`config.mk`:
```
export PLATFORM = sky130hd
export DESIGN_NAME = acc_seq_ctrl
export DESIGN_NICKNAME = d
export VERILOG_FILES = /design/src/rtl/acc_seq_ctrl.sv
export SDC_FILE = /design/constraint.sdc
export NUM_CORES = 1
export LEC_CHECK = 0
export CAP_MARGIN = 10
export CORE_UTILIZATION = 48
export CTS_CLUSTER_DIAMETER = 100
export DETAILED_ROUTE_END_ITERATION = 7
export PLACE_DENSITY = 0.8
export SLEW_MARGIN = 20
export SYNTH_ARGS = -nofsm -noshare
export SYNTH_HDL_FRONTEND = slang
export SYNTH_SLANG_ARGS = --single-unit
```
`constraint.sdc`:
```
create_clock -name clk -period 3.8 [get_ports clk]
set_input_delay 0.76 -clock clk [delete_from_list [all_inputs] [get_ports clk]]
set_output_delay 0.76 -clock clk [all_outputs]
set_load 0.02 [all_outputs]
```
`src/rtl/acc_seq_ctrl.sv`:
```
// Inference sequencer: walks the accelerator datapath through one inference
// (image load, per-patch clause evaluation, class-sum argmax, completion) and
// reports status, result and run length back to the register interface.
module acc_seq_ctrl #(
  parameter int IMG_AW  = 8,
  parameter int PATCH_W = 10,
  parameter int CLASS_W = 4,
  parameter int SUM_W   = 16,
  parameter int CNT_W   = 32
) (
  input  logic                    clk,
  input  logic                    rst,
  input  logic                    start,
  input  logic                    abort,
  input  logic [IMG_AW-1:0]       cfg_img_words,
  input  logic [PATCH_W-1:0]      cfg_num_patches,
  input  logic [CLASS_W-1:0]      cfg_num_classes,
  input  logic                    irq_en,
  input  logic                    irq_clr,
  output logic                    img_rd_en,
  output logic [IMG_AW-1:0]       img_rd_addr,
  output logic                    patch_start,
  output logic [PATCH_W-1:0]      patch_idx,
  input  logic                    patch_done,
  output logic                    cls_rd_en,
  output logic [CLASS_W-1:0]      cls_idx,
  input  logic signed [SUM_W-1:0] cls_sum,
  output logic                    busy,
  output logic                    done,
  output logic                    cfg_err,
  output logic                    abort_flag,
  output logic                    irq_status,
  output logic                    irq,
  output logic [CLASS_W-1:0]      result_class,
  output logic signed [SUM_W-1:0] result_score,
  output logic [CNT_W-1:0]        cycle_cnt
);

  typedef enum logic [2:0] {
    S_IDLE, S_LOAD, S_EVAL, S_WAIT, S_CLASS, S_FLUSH, S_DONE
  } state_t;

  state_t state, state_nxt;

  // Shadow copies of the configuration, frozen for the whole run.
  logic [IMG_AW-1:0]  words_q;
  logic [PATCH_W-1:0] patches_q;
  logic [CLASS_W-1:0] classes_q;

  // Argmax tracking: a strobe issued this cycle is sampled next cycle.
  logic                    smp_valid;
  logic [CLASS_W-1:0]      smp_idx;
  logic [CLASS_W-1:0]      best_class;
  logic signed [SUM_W-1:0] best_score;

  logic cfg_ok;
  logic start_ok;
  logic abort_take;
  logic last_addr;
  logic last_patch;
  logic last_class;

  assign cfg_ok     = (|cfg_img_words) && (|cfg_num_patches) && (|cfg_num_classes);
  assign start_ok   = (state == S_IDLE) && start && cfg_ok;
  assign abort_take = (state != S_IDLE) && abort;
  assign last_addr  = (img_rd_addr == words_q - IMG_AW'(1));
  assign last_patch = (patch_idx == patches_q - PATCH_W'(1));
  assign last_class = (cls_idx == classes_q - CLASS_W'(1));

  // State register.
  // NOTE: every clocked block uses non-blocking assignments so that all
  // registers update from the same pre-edge values, independent of block order.
  always_ff @(posedge clk or posedge rst) begin
    if (rst) state <= S_IDLE;
    else     state <= state_nxt;
  end

  // Next-state logic; a taken abort overrides every transition.
  always_comb begin
    // NOTE: default assignment first, so no path leaves state_nxt unassigned
    // and no latch is inferred.
    state_nxt = state;
    unique case (state)
      S_IDLE:  if (start_ok)   state_nxt = S_LOAD;
      S_LOAD:  if (last_addr)  state_nxt = S_EVAL;
      S_EVAL:                  state_nxt = S_WAIT;
      S_WAIT:  if (patch_done) state_nxt = last_patch ? S_CLASS : S_EVAL;
      S_CLASS: if (last_class) state_nxt = S_FLUSH;
      S_FLUSH:                 state_nxt = S_DONE;
      S_DONE:                  state_nxt = S_IDLE;
      default:                 state_nxt = S_IDLE;
    endcase
    if (abort_take) state_nxt = S_IDLE;
  end

  // Strobes and status decoded from the current state.
  always_comb begin
    img_rd_en   = (state == S_LOAD);
    patch_start = (state == S_EVAL);
    cls_rd_en   = (state == S_CLASS);
    busy        = (state != S_IDLE);
    done        = (state == S_DONE) && !abort;
  end

  // Config shadowing and the address/index counters for each phase.
  always_ff @(posedge clk or posedge rst) begin
    if (rst) begin
      words_q     <= '0;
      patches_q   <= '0;
      classes_q   <= '0;
      img_rd_addr <= '0;
      patch_idx   <= '0;
      cls_idx     <= '0;
    end else begin
      if (start_ok) begin
        words_q   <= cfg_img_words;
        patches_q <= cfg_num_patches;
        classes_q <= cfg_num_classes;
      end

      if (state_nxt != S_LOAD)  img_rd_addr <= '0;
      else if (state == S_LOAD) img_rd_addr <= img_rd_addr + IMG_AW'(1);

      if (abort_take || state == S_IDLE)  patch_idx <= '0;
      else if (state == S_WAIT && patch_done)
        patch_idx <= last_patch ? '0 : patch_idx + PATCH_W'(1);

      if (state_nxt != S_CLASS)  cls_idx <= '0;
      else if (state == S_CLASS) cls_idx <= cls_idx + CLASS_W'(1);
    end
  end

  // Running argmax; strict greater-than keeps the lowest index on ties.
  always_ff @(posedge clk or posedge rst) begin
    if (rst) begin
      smp_valid  <= 1'b0;
      smp_idx    <= '0;
      best_class <= '0;
      best_score <= '0;
    end else begin
      smp_valid <= cls_rd_en && !abort;
      smp_idx   <= cls_idx;
      if (smp_valid && (smp_idx == '0 || cls_sum > best_score)) begin
        best_score <= cls_sum;
        best_class <= smp_idx;
      end
    end
  end

  // Sticky flags, published results and the interrupt status bit.
  always_ff @(posedge clk or posedge rst) begin
    if (rst) begin
      cfg_err      <= 1'b0;
      abort_flag   <= 1'b0;
      irq_status   <= 1'b0;
      result_class <= '0;
      result_score <= '0;
    end else begin
      if (state == S_IDLE && start) cfg_err <= !cfg_ok;

      if (start_ok)        abort_flag <= 1'b0;
      else if (abort_take) abort_flag <= 1'b1;

      if (done) begin
        result_class <= best_class;
        result_score <= best_score;
      end

      // Completion beats a coincident clear.
      if (done)         irq_status <= 1'b1;
      else if (irq_clr) irq_status <= 1'b0;
    end
  end

  // Run-length counter: cleared on launch, saturates, frozen while idle.
  always_ff @(posedge clk or posedge rst) begin
    if (rst)                                   cycle_cnt <= '0;
    else if (start_ok)                         cycle_cnt <= '0;
    else if (state != S_IDLE && !(&cycle_cnt)) cycle_cnt <= cycle_cnt + CNT_W'(1);
  end

  assign irq = irq_status && irq_en;

endmodule
```
== Yosys cells after proc, flatten, opt, wreduce, memory -nomap -nowiden ==
Index checks and enable logic that the tools add are counted.
W data, S select, Z words.
Cells by class
  order comparisons: 1
  equality and inequality tests: 11
  multiplexer cells: 20
  add/sub/neg operators: 7
  reduce and logical (&&, ||, !) cells: 29
Operators by type and width (number)
  $mux W32: 2
  $add A32 B1 Y32 const B: 1
  $reduce_and A32 Y1: 1
  $mux W10: 3
  $mux W3: 6
  $pmux W3 S6: 1
  $gt A16 B16 Y1: 1
  $mux W8: 2
  $reduce_bool A2 Y1: 6
  $logic_and A1 B1 Y1: 11
  $add A10 B1 Y10 const B: 1
  $eq A10 B10 Y1: 1
  $reduce_or A10 Y1: 1
  $sub A10 B1 Y10 const B: 1
  $eq A3 B3 Y1 const B: 3
  $add A8 B1 Y8 const B: 1
  $eq A8 B8 Y1: 1
  $mux W4: 2
  $reduce_or A8 Y1: 1
  $sub A8 B1 Y8 const B: 1
  $eq A3 B2 Y1 const B: 2
  $add A4 B1 Y4 const B: 1
  $eq A4 B4 Y1: 1
  $logic_not A4 Y1: 1
  10 further kinds: 16
Storage, ports and cells
  register bits: 127
  logic and storage cells: 85
  output and inout port bits: 83

== Longest topological paths before layout ==
Gate-level depths: netlist of run 1.
  word-level depth: 9
  depth in mapped cells: 9
  mapped depth without buffers: 8

== Worst setup path after synthesis of run 1 ==
OpenSTA, ideal clock, no wires.
  path type: input to register
  start point: input cls_sum[14]
  end point: register best_score[0]
  library setup time: 0.125 ns
  data required time: 3.675 ns
  stages: 8
  slack: 0.958 ns
  arrival time: 2.717 ns
  path through: ha_1 -> nand3_1 -> o41a_1 -> o311a_1 -> a21o_1 -> o21ai_2 -> buf_2 -> mux2_2
On the way
  word-level cells in the longest chain between the ends: 3
RTL lines
  from (decl): RTL line 27  | input logic signed [SUM_W-1:0] cls_sum,
  $gt A16 B16 Y1: RTL line 143  | if (smp_valid && (smp_idx == '0 || cls_sum > best_score)) begin
  $logic_or A1 B1 Y1: RTL line 143
  $logic_and A1 B1 Y1: RTL line 143
  to (signal assigned): RTL line 144  | best_score <= cls_sum;
  to (decl): RTL line 54  | logic signed [SUM_W-1:0] best_score;
Every way passes these cells.
A chain may end at the register's enable or synchronous reset.

== Final worst setup path of run 1 ==
  start point: input abort
  end point: output done
On the way
  word-level cells in the longest chain between the ends: 2
RTL lines
  from (decl): RTL line 14  | input logic abort,
  $logic_not A1 Y1: RTL line 102  | done = (state == S_DONE) && !abort;
  $logic_and A1 B1 Y1: RTL line 102
  to (decl): RTL line 29  | output logic done,
Every way passes these cells.

==> results.toml, run 1 <==
[outcome]
outcome = "complete, no violations"

[clock_network]
ctsHoldBuffers = 0
clock-sinks = 127
cts_setup_buffers = 0
cts_tree = "done"
cts_max_level = 4
clockRootBuffer = "clkbuf_16"
clk_pin_slew_ns = 0.05
cts.path.max_buffers = 2
cts_buffers = 17
clock_latency_ns = 0.42
ctsResizeCount = 0

[yosys]
synthAdderAreaFrac_pct = 4.12
synth_xor_area_share_pct = 7.52
synth_flop_cell = "dfrtp_1"
synthMuxAreaShare_pct = 7.25
ys_ff_latch = 127
synth_warnings = 0
synthCells = 735
synth_cell_types = 62
synth_top_cell_area_share_pct = 45.5
synth_fp_nets = 803
synth_edf_count = 0
netlist_area_um2 = 6990
seq_area_frac_synth_pct = 45.5
syn_avg_cell_area_um2 = 9.51
synth-compound-area-share_pct = 9.45
synthArstFlopShare_pct = 100
yosys.area_share.simple_pct = 22.1
yosysTopAreaCell = "dfrtp_1"
netlist_top_cells_area = "dfrtp_1 (45%), mux2_2 (6.0%), xnor2_1 (5.6%), nand2_1 (4.8%), ha_1 (4.1%)"
synth_top_family_by_area = "simple AND/OR/NAND/NOR gates"

[placement]
placed_area_um2 = 8460
globalplace.congestion = 0.874
place_hpwl_um = 12100
port_buffers = 127

[die]
core-area_um2 = 14000
chipWidth_um = 123
ios = 128
start_util_pct = 49.8
dieArea_um2 = 15100
die_h_um = 123
rows = 43

[finish]
drive_gt1_share_pct = 11.8
finish.utilization_pct = 64.4
fin_area_um2 = 9050
syn_to_final_growth_pct = 29.5
fillers = 1132
diodes = 0
num-nets-final = 929
final_cell_mix = "dfrtp_1 (127), clkdlybuf4s50_1 (127), nand2_1 (90)"

[routing]
drtIter0Drc = 386
vias = 5899
dr.pass1.iters = 5
routedWlPerCell_um = 16.0
detail-route-antenna-nets = 0
routed_wl_um = 16900
via_per_inst = 5.60
drc = 0

[timing]
tightest_slew_ns = 1.02
drv_slew = 0
fin_tns_setup_ns = 0
relSlewSlack_pct = 31.3
fmax_mhz = 320
fin_skew_ns = 0.00653
setup_violations = 0
rsz0062_at_grt = "no"
min_period_ns = 3.12
hold_viol_final = 0
fin_crit_sh_pct = 82.2

[critical_path]
cp_max_fo = 6
crit_type = "input pin to output pin"
endpoint_kind = "output pin"
startpoint_type = "input pin"
worstPathRequired_ns = 3.04
arrival_ns = 2.36

[power]
internal-power_mw = 3.12
power_frac_comb_pct = 29.0
power_switching_mw = 1.62
pwr-share-clk_pct = 33.9
ir_drop_uv = 453
p_seq_share_pct = 37.1
power.leakage_nw = 3.88
power.density_nw_per_um2 = 524
switching_share_pct = 34.2

[global_route]
grt-ovfl-total = 0
grt_pass1_wl_um = 27900
grt_max_degree = 88
grt_usage_pct = 24.1
grt_pass1_vias = 5643
antenna_found_initial = 0

[hold_path]
min_path_type = "flop to flop"

[flow_run]
maxCapViolCount = 0
-- cells by family (layout without fill, tap and decap cells) --
logic type / after synthesis / after routing
flip-flops: 127 / 127
AND/OR/NAND/NOR: 301 / 301
adder cells (fa/ha/maj): 23 / 23
multiplexers: 46 / 46
buffers and inverters: 74 / 213
AO/OA/AOI/OAI: 104 / 104
XOR/XNOR: 60 / 60
-- routing by layer --
metal  routed length [um]  part of all wire [%]  vias to the layer above  global-route usage, %
met5                    0                     0                        -                      0
met4                  230                   1.4                        0                   7.93
met3                  928                   5.5                       19                   5.99
met2                 8370                    50                      165                   39.7
met1                 7380                    44                     2882                   30.8
li1                     -                     -                     2833                      -
-- critical path, stage by stage --
cell	delay [ns]
clkdlybuf4s50_1	0.47
inv_1	0.21
and4_1	0.29
clkdlybuf4s50_1	0.63
-- per-stage QoR --
| step | cells | hold slack [ns] | total power [mW] | setup WS [ns] |
|---|---|---|---|---|
| after detailed placement | 1022 | 0.485 | 3.13 | 0.328 |
| after CTS | 1054 | 0.499 | 4.77 | 0.692 |
| after global routing | 1054 | 0.508 | 5.03 | 0.610 |
| after floorplan | 735 | 0.467 | 2.69 | 0.958 |
| after global placement | 1022 | 0.481 | 3.09 | 0.359 |
| final | 1054 | 0.498 | 4.74 | 0.676 |
-- final timing paths --
kind / cells after the start / startpoint / to / slack, ns
worst max-delay path: 4 / abort / done / 0.68
worst min-delay path: 2 / cfg_err / cfg_err / 0.50
worst max register to register: 9 / best_score[6] / best_score[3] / 1.11
worst min register to register: 2 / cfg_err / cfg_err / 0.50
max in group asynchronous: 3 / rst / cycle_cnt[10] / 2.38
min in group asynchronous: 2 / rst / result_score[14] / 0.67
-- state kept, by name (all words and copies together) (netlist names) --
register,count
irq_status,1
state,3
patch_idx,10
words_q,8
cycle_cnt,32
best_score,16
result_score,16
smp_idx,4
classes_q,4
img_rd_addr,8
patches_q,10
cls_idx,4
abort_flag,1
cfg_err,1
result_class,4
best_class,4
smp_valid,1
-- power by group through the flow --
stage                     Clock (mW)  Sequential, mW  Combinational (mW)
after floorplan                    0            1.70               0.992
after global placement             0            1.77                1.32
after detailed placement           0            1.78                1.36
after CTS                       1.64            1.76                1.37
after global routing            1.70            1.79                1.54
final                           1.61            1.76                1.37
-- final cells by class --
type                       instances  area (um^2)  share of cell area [%]
timing repair buffer             137         1360                    15.0
tap                              180          225                    2.49
inverter                          44          169                    1.87
sequential                       127         3180                    35.1
multi-input combinational        534         3520                    38.9
clock inverter                    10          110                    1.22
clock buffer                      22          484                    5.35
-- cells in the mapped netlist, drive strengths merged, types with 5 or more instances --
master  number
mux2        37
a211oi       5
ha          23
a21oi       39
nor4        23
and4         6
or2          7
xnor2       45
dfrtp      127
or3         13
clkbuf      17
nand3       35
or4          5
a21o         5
xor2        15
o21ai       24
mux2i        9
nand2       90
inv         44
and2         6
and3         9
nor2        60
nand4       14
buf         13
nor3        20
(Power assumes the default switching activity.)
==> inputs of run 2 (changes only) <==
--- a/config.mk
+++ b/config.mk
@@ -6,10 +6,10 @@
 export NUM_CORES = 1
 export LEC_CHECK = 0
 export CAP_MARGIN = 10
-export CORE_UTILIZATION = 48
+export CORE_UTILIZATION = 53
 export CTS_CLUSTER_DIAMETER = 100
 export DETAILED_ROUTE_END_ITERATION = 7
-export PLACE_DENSITY = 0.8
+export PLACE_DENSITY = 0.84
 export SLEW_MARGIN = 20
 export SYNTH_ARGS = -nofsm -noshare
 export SYNTH_HDL_FRONTEND = slang
==> constraint.sdc (replaced) <==
create_clock -name clk -period 3.2 [get_ports clk]
set_input_delay 0.64 -clock clk [delete_from_list [all_inputs] [get_ports clk]]
set_output_delay 0.64 -clock clk [all_outputs]
set_load 0.02 [all_outputs]
==> run 2 against run 1 <==
Critical path type is now input pin to flop. Die area down 9.3%. Largest cell class unchanged. Design area increased by 0.32%. Global-route usage grew 3.9 points. Sequential share of layout area decreased by 0.11 points. Count of clock-buffer cells in the layout is 4 lower. Critical path depth rose by 5. Via count is 4.6% higher.
==> results.toml, run 2 (synthesis results as in run 1) <==
[routing]
dr.pass1.iters = 6
routedWlPerCell_um = 17.0
drtIter0Drc = 486
detail-route-antenna-nets = 0
routed_wl_um = 17900
via_per_inst = 5.87
vias = 6168
drc = 0

[hold_path]
min_path_type = "flop to flop"
min_to = "classes_q[3]"
holdPathStages = 2
holdCritStartpoint = "classes_q[3]"

[critical_path]
arrival_ns = 3.22
startpoint_type = "input pin"
crit_path_max_incr_delay_ns = 0.54
worst_r2r_path_depth = 9
critPathMostFrequentCell = "a21oi_1"
crit_buf_inv = 2
crit_family = "compound AO/OA/AOI/OAI gates"
worstPathRequired_ns = 3.50
critPathSlowestCell = "o311ai_0"
endpoint_kind = "flop"
r2r_end = "best_score[1]"
crit_start = "cls_sum[2]"
cp_max_fo = 9
crit_type = "input pin to flop"
r2r-start = "best_score[2]"
rrSetupSlack_ns = 0.54
crit_chain = "clkdlybuf4s50_1 > ha_1 > a21oi_1 > a21oi_1 > o311ai_0 > a21oi_1 > o21ai_2 > buf_4 > mux2_2"

[die]
rows = 41
core-area_um2 = 12700
die_h_um = 117
chipWidth_um = 117
dieArea_um2 = 13700
start_util_pct = 54.9
ios = 128

[power]
pwr-share-clk_pct = 33.5
p_seq_share_pct = 36.9
power.leakage_nw = 3.90
ir_drop_uv = 442
power_switching_mw = 2.01
switching_share_pct = 35.5
internal-power_mw = 3.65
power_frac_comb_pct = 29.6
power.density_nw_per_um2 = 623

[clock_network]
ctsResizeCount = 0
cts_max_level = 4
clock_latency_ns = 0.42
ctsHoldBuffers = 0
cts_tree = "done"
cts.path.max_buffers = 2
cts_setup_buffers = 0
clk_pin_slew_ns = 0.05
cts_buffers = 17
clock-sinks = 127
clockRootBuffer = "clkbuf_16"

[finish]
fillers = 941
ff_latch_area_um2 = 3180
final_cell_mix = "dfrtp_1 (127), clkdlybuf4s50_1 (127), nand2_1 (90)"
multi_input_area_um2 = 3520
reg_top3 = "cycle_cnt x32, best_score x16, result_score x16"
regMostFlops = "cycle_cnt"
drive_gt1_share_pct = 12.4
syn_to_final_growth_pct = 29.9
fin_area_um2 = 9080
largest_reg_flops = 32
diodes = 0
num-nets-final = 934

[timing]
fmax_mhz = 343
relSlewSlack_pct = 46.3
setup_violations = 0
fin_skew_ns = 0.00449
holdWs_ns = 0.501
rsz0062_at_grt = "no"
drv_slew = 0
min_period_ns = 2.92
tightest_slew_ns = 0.803
fin_crit_sh_pct = 91.2
hold_viol_final = 0

[flow_run]
maxCapViolCount = 0

[placement]
port_buffers = 127
place_hpwl_um = 12900
placed_area_um2 = 8500
globalplace.congestion = 0.960

[global_route]
grt_pass1_vias = 6103
antenna_found_initial = 0
grt_usage_pct = 28.0
grt_pass1_wl_um = 29000
grt_max_degree = 63
grt-ovfl-total = 0

[outcome]
outcome = "complete, no violations"
[run 2: worst max-delay path by stage]
| stage | depth (start not counted) | slack, ns | endpoint |
|---|---|---|---|
| floorplan | 8 | 0.48 | best_score[0] |
| global placement | 9 | 0.11 | best_score[5] |
| detailed placement | 9 | -0.09 | best_score[1] |
| CTS | 9 | 0.34 | best_score[1] |
| global route | 9 | 0.06 | best_score[1] |
| finish | 9 | 0.28 | best_score[1] |
[run 2: cell type report]
type / count / area share, %
Clock buffer: 18 / 4.84
Clock inverter: 14 / 1.58
Inverter: 44 / 1.86
Multi-Input combinational cell: 534 / 38.8
Sequential cell: 127 / 35.0
Tap cell: 172 / 2.37
Timing Repair Buffer: 142 / 15.5
[run 2: power groups by stage]
stage          registers [mW]  clock network [mW]  logic [mW]
2_1_floorplan            2.02                   0        1.18
3_5_place_dp             2.10                   0        1.65
3_3_place_gp             2.09                   0        1.56
5_1_grt                  2.12                1.98        1.86
4_1_cts                  2.08                1.92        1.66
6_report                 2.09                1.89        1.67
[run 2: through the flow]
| stage | cells | setup TNS [ns] | util [%] | total power [mW] | setup slack (ns) |
|---|---|---|---|---|---|
| after floorplan | 735 | 0 | - | 3.20 | 0.478 |
| after global placement | 1019 | 0 | 66.8 | 3.65 | 0.114 |
| after detailed placement | 1019 | -0.994 | 66.8 | 3.75 | -0.0895 |
| after CTS | 1051 | 0 | 71.4 | 5.67 | 0.338 |
| after global routing | 1051 | 0 | 71.4 | 5.96 | 0.0551 |
| final | 1051 | 0 | 71.4 | 5.65 | 0.282 |
[run 2: worst reg2reg max path, cell delays in order, from the launching register on]
cell	delay [ns]
dfrtp_1	0.38
inv_1	0.06
ha_1	0.32
a21oi_1	0.18
a21oi_1	0.09
o311ai_0	0.54
a21oi_1	0.19
o21ai_2	0.21
buf_4	0.21
mux2_2	0.37
[run 2: routing by layer]
metal | global-route usage, % | part of all wire (%) | up-vias | wire, um
met2 | 47.4 | 49 | 291 | 8780
met5 | 0 | 0 | - | 0
met1 | 33.5 | 41 | 2969 | 7290
met3 | 6.64 | 7.4 | 56 | 1330
met4 | 13.9 | 2.9 | 0 | 515
li1 | - | - | 2852 | -
==> inputs of run 3 (changes only) <==
--- a/config.mk
+++ b/config.mk
@@ -6,10 +6,12 @@
 export NUM_CORES = 1
 export LEC_CHECK = 0
 export CAP_MARGIN = 10
-export CORE_UTILIZATION = 53
+export CELL_PAD_IN_SITES_DETAIL_PLACEMENT = 0
+export CELL_PAD_IN_SITES_GLOBAL_PLACEMENT = 1
+export CORE_UTILIZATION = 40
 export CTS_CLUSTER_DIAMETER = 100
 export DETAILED_ROUTE_END_ITERATION = 7
-export PLACE_DENSITY = 0.84
+export PLACE_DENSITY = 0.83
 export SLEW_MARGIN = 20
 export SYNTH_ARGS = -nofsm -noshare
 export SYNTH_HDL_FRONTEND = slang
==> run 3 against run 2 <==
Worst hold slack lost 0.0039 ns. Sequential share of layout area is 0.49 points lower. Largest power group unchanged. Core utilization fell by 17 points. First-iteration DRC count fell by 41%. Critical path depth decreased by 5. Fmax grew 6.0%. Highest routed layer unchanged. Wire length decreased by 2.8%. Count of clock-buffer cells in the layout unchanged. Critical path type is now input pin to output pin. Non-clock buffer count up 3. Critical endpoint is now done. Global-route usage down 7.5 points.
==> results.toml, run 3 (synthesis results as in run 1) <==
[die]
start_util_pct = 41.6
dieArea_um2 = 18000
chipWidth_um = 134
rows = 47
core-area_um2 = 16800
ios = 128
die_h_um = 134

[routing]
drc = 0
routed_wl_um = 17400
detail-route-antenna-nets = 0
via_per_inst = 5.32
drtIter0Drc = 287
vias = 5858
routedWlPerCell_um = 15.8
dr.pass1.iters = 4

[critical_path]
r2r_end = "state[1]"
arrival_ns = 2.11
endpoint_kind = "output pin"
r2r-start = "patches_q[0]"
crit_start = "abort"
crit_type = "input pin to output pin"
worstPathRequired_ns = 2.56
cp_max_fo = 3
rrSetupSlack_ns = 0.55
startpoint_type = "input pin"
worst_r2r_path_depth = 8

[timing]
relSlewSlack_pct = 50.2
setup_violations = 0
fin_tns_setup_ns = 0
fin_crit_sh_pct = 86.1
rsz0062_at_grt = "no"
holdWs_ns = 0.497
fin_skew_ns = 0.0104
drv_slew = 0
fmax_mhz = 363
hold_viol_final = 0
min_period_ns = 2.75
tightest_slew_ns = 0.745

[clock_network]
ctsResizeCount = 0
cts_setup_buffers = 0
cts.path.max_buffers = 2
clock-sinks = 127
clockRootBuffer = "clkbuf_16"
cts_tree = "done"
clock_latency_ns = 0.42
cts_buffers = 17
ctsHoldBuffers = 0
clk_pin_slew_ns = 0.05
cts_max_level = 4

[placement]
place_hpwl_um = 12600
globalplace.congestion = 0.860
port_buffers = 127
placed_area_um2 = 8580

[finish]
final_cell_mix = "dfrtp_1 (127), clkdlybuf4s50_1 (127), nand2_1 (90)"
syn_to_final_growth_pct = 31.7
ff_latch_area_um2 = 3180
regMostFlops = "cycle_cnt"
finish.utilization_pct = 54.7
drive_gt1_share_pct = 12.6
fin_area_um2 = 9210
num-nets-final = 937
largest_reg_flops = 32
diodes = 0
fillers = 1580
reg_top3 = "cycle_cnt x32, best_score x16, result_score x16"
multi_input_area_um2 = 3520

[hold_path]
min_path_type = "flop to flop"
holdPathStages = 2
min_to = "abort_flag"
holdCritStartpoint = "abort_flag"

[flow_run]
maxCapViolCount = 0

[global_route]
grt_pass1_wl_um = 29200
antenna_found_initial = 0
grt_pass1_vias = 5726
grt-ovfl-total = 0
grt_max_degree = 63
grt_usage_pct = 20.5

[power]
power_mw = 5.76
ir_drop_uv = 374
power.density_nw_per_um2 = 625
power.leakage_nw = 3.93

[outcome]
outcome = "complete, no violations"
-- run 3: changes by cell type in the layout (fill, tap and decap cells not counted) --
cell       previous run  this run
clkinv_2              4         1
clkinv_4              3         2
inv_6                 0         1
bufinv_16             2         4
buf_4                13        16
-- run 3: critical path: stages --
cell	delay (ns)
clkdlybuf4s50_1	0.48
inv_1	0.10
and4_1	0.24
clkdlybuf4s50_1	0.66
-- run 3: worst max-delay path by stage --
stage | to | slack [ns] | cells after the start
floorplan | best_score[0] | 0.48 | 8
global placement | best_score[3] | 0.08 | 9
detailed placement | best_score[11] | 0.04 | 9
CTS | done | 0.44 | 4
global route | state[1] | 0.29 | 8
finish | done | 0.45 | 4
-- run 3: layout make-up --
type	count	area share, %
clock buffer	18	4.77
sequential	127	34.5
multi-input combinational	534	38.3
clock inverter	13	2.05
timing repair buffer	145	15.5
inverter	44	1.83
tap	220	2.99
-- run 3: layer usage --
| metal | vias to the layer above | track usage, % | share of wire (%) |
|---|---|---|---|
| met5 | - | 0 | 0 |
| met4 | 0 | 6.37 | 1.5 |
| met3 | 25 | 4.31 | 4.4 |
| met2 | 153 | 33.2 | 47 |
| met1 | 2825 | 27.4 | 47 |
| li1 | 2855 | - | - |
-- run 3: through the flow --
stage	setup WS, ns	cells
finish	0.446	1101
global route	0.288	1101
CTS	0.440	1101
detailed placement	0.0377	1070
global placement	0.0751	1070
floorplan	0.478	735
-- run 3: report_power, final --
group	leakage [nW]	switching (mW)	internal (mW)	total, mW
sequential	1.67	0.288	1.80	2.09
clock	0.291	0.725	1.32	2.05
combinational	1.97	0.941	0.681	1.62
